==> config.mk <==
export PLATFORM = sky130hd
export DESIGN_NAME = if_fetch_stage
export DESIGN_NICKNAME = d
export VERILOG_FILES = /design/src/rtl/if_fetch_stage_pkg.sv /design/src/rtl/if_fetch_stage_inst_fifo.sv /design/src/rtl/if_fetch_stage.sv
export SDC_FILE = /design/constraint.sdc
export NUM_CORES = 1
export LEC_CHECK = 0
export BUFFER_PORTS_ARGS = -buffer_cell sky130_fd_sc_hd__buf_2
export CAP_MARGIN = 20
export CORE_ASPECT_RATIO = 0.75
export CORE_MARGIN = 2
export CORE_UTILIZATION = 35
export CTS_CLUSTER_DIAMETER = 120
export DETAILED_ROUTE_END_ITERATION = 6
export GPL_TIMING_DRIVEN = 0
export MAX_ROUTING_LAYER = met4
export SYNTH_ARGS = -nofsm -noshare
export SYNTH_HDL_FRONTEND = slang
export SYNTH_SLANG_ARGS = --single-unit
==> constraint.sdc <==
create_clock -name clk -period 4.1 [get_ports clk]
set_input_delay 0.205 -clock clk [delete_from_list [all_inputs] [get_ports clk]]
set_output_delay 0.205 -clock clk [all_outputs]
set_load 0.05 [all_outputs]
==> src/rtl/if_fetch_stage_pkg.sv <==
// if_fetch_stage_pkg: shared types and constants for the instruction-fetch front end
package if_fetch_stage_pkg;
  localparam int INST_W = 32;
  localparam logic [31:0] DEF_RESET_PC = 32'hBFC0_0000;
  typedef enum logic [1:0] {IDLE, REQ, WAIT, DROP} fetch_state_e;
endpackage

==> src/rtl/if_fetch_stage_inst_fifo.sv <==
// if_fetch_stage_inst_fifo: small synchronous FIFO of {pc, inst} entries with flush
module if_fetch_stage_inst_fifo #(
  parameter int DEPTH = 2,
  parameter int W = 64
) (
  input  logic                       clk,
  input  logic                       rst,
  input  logic                       push,
  input  logic [W-1:0]               din,
  input  logic                       pop,
  input  logic                       flush,
  output logic                       full,
  output logic                       empty,
  output logic [$clog2(DEPTH):0]     count,
  output logic [W-1:0]               head
);
  localparam int AW = $clog2(DEPTH);
  localparam int CW = AW + 1;
  logic [W-1:0] mem_q [DEPTH];
  logic [AW-1:0] rd_q, wr_q;
  logic [CW-1:0] cnt_q;
  logic do_push, do_pop;
  assign full = cnt_q == CW'(DEPTH);
  assign empty = cnt_q == '0;
  assign count = cnt_q;
  assign head = mem_q[rd_q];
  assign do_pop = pop && !empty;
  assign do_push = push && !flush && (!full || do_pop);
  // pointers and occupancy; flush wins over any push or pop
  always_ff @(posedge clk or negedge rst) begin
    if (!rst) begin
      rd_q <= '0;
      wr_q <= '0;
      cnt_q <= '0;
    end else if (flush) begin
      rd_q <= '0;
      wr_q <= '0;
      cnt_q <= '0;
    end else begin
      if (do_push) wr_q <= wr_q + AW'(1);
      if (do_pop) rd_q <= rd_q + AW'(1);
      cnt_q <= cnt_q + CW'(do_push) - CW'(do_pop);
    end
  end
  // storage; a push into a full FIFO overwrites the slot being popped
  always_ff @(posedge clk) begin
    if (do_push) mem_q[wr_q] <= din;
  end
endmodule

==> src/rtl/if_fetch_stage.sv <==
// if_fetch_stage: fetch PC owner, single-outstanding memory requester and decode-side buffer
module if_fetch_stage
  import if_fetch_stage_pkg::*;
#(
  parameter logic [31:0] RESET_PC = DEF_RESET_PC,
  parameter int FIFO_DEPTH = 2
) (
  input  logic        clk,
  input  logic        rst,
  output logic        inst_req,
  output logic [31:0] inst_addr,
  input  logic        inst_gnt,
  input  logic        inst_rvalid,
  input  logic [31:0] inst_rdata,
  input  logic        redirect,
  input  logic [31:0] redirect_pc,
  output logic        id_valid,
  output logic [31:0] id_inst,
  output logic [31:0] id_pc,
  input  logic        id_ready
);
  localparam int CW = $clog2(FIFO_DEPTH) + 1;
  fetch_state_e state_q, state_d;
  logic [31:0] fetch_pc_q, fetch_pc_d, pend_pc_q, pend_pc_d;
  logic push, pop, full, empty, room_after_push;
  logic [CW-1:0] count;
  logic [2*INST_W-1:0] head;
  assign pop = !empty && id_ready;
  assign push = state_q == WAIT && inst_rvalid && !redirect;
  assign room_after_push = pop || count < CW'(FIFO_DEPTH - 1);
  assign inst_req = state_q == REQ;
  assign inst_addr = fetch_pc_q;
  assign id_valid = !empty;
  assign id_inst = empty ? '0 : head[INST_W-1:0];
  assign id_pc = empty ? '0 : head[2*INST_W-1:INST_W];
  if_fetch_stage_inst_fifo #(.DEPTH(FIFO_DEPTH), .W(2*INST_W)) u_inst_fifo (
    .clk(clk),
    .rst(rst),
    .push(push),
    .din({pend_pc_q, inst_rdata}),
    .pop(pop),
    .flush(redirect),
    .full(full),
    .empty(empty),
    .count(count),
    .head(head)
  );
  // next state and PCs; a redirect overrides the normal flow and decides whether a response is still owed
  always_comb begin
    state_d = state_q;
    fetch_pc_d = fetch_pc_q;
    pend_pc_d = pend_pc_q;
    case (state_q)
      IDLE: if (!full) state_d = REQ;
      REQ: if (inst_gnt) begin
        state_d = WAIT;
        pend_pc_d = fetch_pc_q;
        fetch_pc_d = fetch_pc_q + 32'd4;
      end
      WAIT: if (inst_rvalid) state_d = room_after_push ? REQ : IDLE;
      DROP: if (inst_rvalid) state_d = REQ;
    endcase
    if (redirect) begin
      fetch_pc_d = redirect_pc & 32'hFFFF_FFFC;
      state_d = ((state_q == REQ && inst_gnt) || ((state_q == WAIT || state_q == DROP) && !inst_rvalid)) ? DROP : REQ;
    end
  end
  // state and PC registers
  always_ff @(posedge clk or negedge rst) begin
    if (!rst) begin
      state_q <= IDLE;
      fetch_pc_q <= RESET_PC;
      pend_pc_q <= RESET_PC;
    end else begin
      state_q <= state_d;
      fetch_pc_q <= fetch_pc_d;
      pend_pc_q <= pend_pc_d;
    end
  end
endmodule

==> results by group <==
Placed design
  – Final Wtd Congestion: 0.8272
  – DP HPWL: 13,150 um
  – I/O Buffers: 161
  – Area after DPL: 9158 um2
  – Inst Count DP: 1,090

Clock network
  – Number of clock sinks: 190
  – CTS root buf: clkbuf_16
  – CTS buffer count: 17
  – Clk_lat worst skew: 430 ps
  – Clock Path Buffers: 2
  – Post-CTS setup buffer count: 0
  – H-tree levels: 4
  – Clock Pin Slew Worst Setup and Hold Paths: 70 ps
  – Cts repair resizes: 0
  – Hold-fix buffers at CTS: 46
  – CTS tree: yes

Floorplanning
  – Die height: 133.8 um
  – Initial Util: 35.68%
  – IO Pins: 168
  – Total core area: 22,050 um2
  – # rows: 47
  – DIE AREA: 23,710 um2
  – DIE WIDTH: 177.1 um

Synthesis
  – Largest area contributor in the netlist: edfxtp_1
  – Post-synth top cells: 124 x edfxtp_1, 108 x nand2_1, 87 x nor2_1
  – Seq/Total Area, Yosys: 68.61%
  – Synth area leaders: edfxtp_1 47%, dfrtp_1 15%, mux2i_1 8.0%
  – Number of synthesized flops with an enable pin: 124
  – Post-synth top area share: 47.33%
  – YS warnings: 0
  – Most used DFF post-synth: edfxtp_1
  – Syn_area_per_cell: 12.53 um2
  – Most frequent cell after synthesis: edfxtp_1
  – Mapped Area: 7868 um2
  – Synth Instances: 628
  – #FFs+latches synth: 190
  – Async S/R FF share, synth: 34.74%
  – Yosys cell types: 41

Setup path
  – Critical path's top delay family: buffers and inverters
  – CP Max Fanout: 10
  – Worst R2R Setup Slack: 1630 ps
  – Worst setup EP type: output pin
  – Kind of start point of the critical path: register
  – Max incr delay on CP: 690 ps
  – WP data arrival: 2560 ps
  – Critical path class: register to output pin
  – CP Buf/Inv Count: 3
  – Worst path required time: 3890 ps
  – Cell Chain, Critical Path: clkbuf_1 -> buf_1 -> mux2i_1 -> nor2_1 -> buf_2
  – Slowest cell on crit path: buf_1

Cells and area
  – Share of cells above drive strength 1: 25.40%
  – Design area: 10,200 um2
  – Non-filler instance count after layout: 1,169
  – Layout area overhead: 29.68%
  – Nets@finish: 933

Timing
  – Fmax: 362.0 MHz
  – Post-layout min period: 2762 ps
  – RSZ-0062 raised after global routing: false
  – Max_slew headroom: 34.88%
  – Setup violators final: 0
  – Pins Over Slew Limit: 0
  – Final hold vios: 0
  – Worst clock skew: 10.15 ps
  – Slew at the pin closest to its max-slew limit: 973.2 ps
  – Fin crit share: 67.37%

Routing
  – Drt total wl: 18,920 um
  – Remaining routing DRC violations: 0
  – Post-route ant nets: 0
  – Routed via count: 5,575
  – 1st-iter DRT viols: 333
  – DRT Pass-1 Iters: 5
  – Via/cell ratio: 4.769
  – WL/cell: 16.18 um

GRT
  – Vias in the first global route: 5,235
  – First-pass GRT wire length: 28,970 um
  – Largest net degree at the start of global routing: 67
  – Total GRT Usage: 16.59%
  – Initial antenna violation count: 1
  – Total gr overflow: 0

Run
  – Maxcap violations: 0

Pwr
  – Total power: 4.548 mW
  – Peak supply drop: 0.2616 mV
  – Leak: 4.006 nW
  – Cell Pwr Density: 445.8 nW/um2

Worst hold path
  – Hold crit path type: primary input to register

Outcome
  – Status: completed
-- metrics by stage --
step / hold WS (ps) / utilization [%] / worst slack (ps) / TNS, ps
CTS: 2.294 / 46.25 / 1227 / 0
finish: 19.65 / 46.26 / 1338 / 0
detailed placement: 383.4 / 41.53 / 1615 / 0
floorplan: -90.59 / - / 127.9 / 0
global placement: 393.2 / 41.05 / -1740 / -214530
global route: 21.64 / 46.26 / 1099 / 0
-- where the power goes --
| group | internal [mW] | total [mW] | switching (mW) |
|---|---|---|---|
| registers | 2.26 | 2.40 | 0.141 |
| clock network | 0.917 | 1.63 | 0.714 |
| logic | 0.171 | 0.516 | 0.345 |
-- cells in the final DEF, fill, tap and decap left out, drive strengths merged, types with 6 or more instances in the layout --
| cell type | instances |
|---|---|
| o31ai | 10 |
| xnor2 | 6 |
| a31oi | 18 |
| edfxtp | 124 |
| nand3 | 11 |
| dlygate4sd3 | 46 |
| nand2 | 108 |
| o21ai | 25 |
| buf | 178 |
| clkbuf | 43 |
| xor2 | 6 |
| or4 | 11 |
| dfstp | 18 |
| mux2i | 63 |
| dfrtp | 48 |
| nand4 | 8 |
| inv | 12 |
| nor2 | 87 |
-- worst min-delay path: cells and delay by family --
family / cells / cell delay (ps)
buffers and inverters: 1 / 110
AO/OA/AOI/OAI: 1 / 50
AND/OR/NAND/NOR: 1 / 80
-- final cells by class --
class,instances,area [um2]
Clock buffer,19,442.9
Sequential cell,190,5398
Multi-Input combinational cell,395,2300
Clock inverter,13,138.9
Inverter,9,33.78
Tap cell,294,367.9
Timing Repair Buffer,211,1356
Buffer,37,162.7
Antenna cell,1,2.502
Fill cell,2073,11850
-- cell families after synthesis --
logic type | Yosys count | share of synthesized area (%)
buf+inv | 46 | 2.497
other cells | 1 | 0.04766
simple gates | 255 | 14.57
flops | 190 | 68.61
xor+xnor | 12 | 1.336
fa+ha+maj | 2 | 0.3180
mux | 63 | 8.015
compound gates | 59 | 4.612
-- routing by layer --
| metal | vias up | GRT usage [%] | share of wire, % |
|---|---|---|---|
| met1 | 2690 | 23.36 | 49 |
| met4 | 0 | 3.260 | 0.67 |
| met5 | - | - | 0 |
| met3 | 8 | 4.195 | 5.3 |
| met2 | 157 | 24.45 | 45 |
| li1 | 2720 | - | - |
-- final timing paths --
path,start,cells past startpoint,to
max,u_inst_fifo.rd_q,5,id_inst[5]
min,redirect_pc[23],3,inst_addr[23]
max reg2reg,state_q[0],5,u_inst_fifo.mem_q[1][27]
min reg2reg,pend_pc_q[26],2,pend_pc_q[26]
max in group asynchronous,rst,2,inst_addr[12]
min in group asynchronous,rst,2,pend_pc_q[30]
-- state kept, by name, indices dropped and copies added, names as in the netlist --
name,flops
pend_pc_q,30
u_inst_fifo.mem_q,124
u_inst_fifo.count,2
state_q,2
u_inst_fifo.wr_q,1
inst_addr,30
u_inst_fifo.rd_q,1
(Power assumes the default switching activity.)
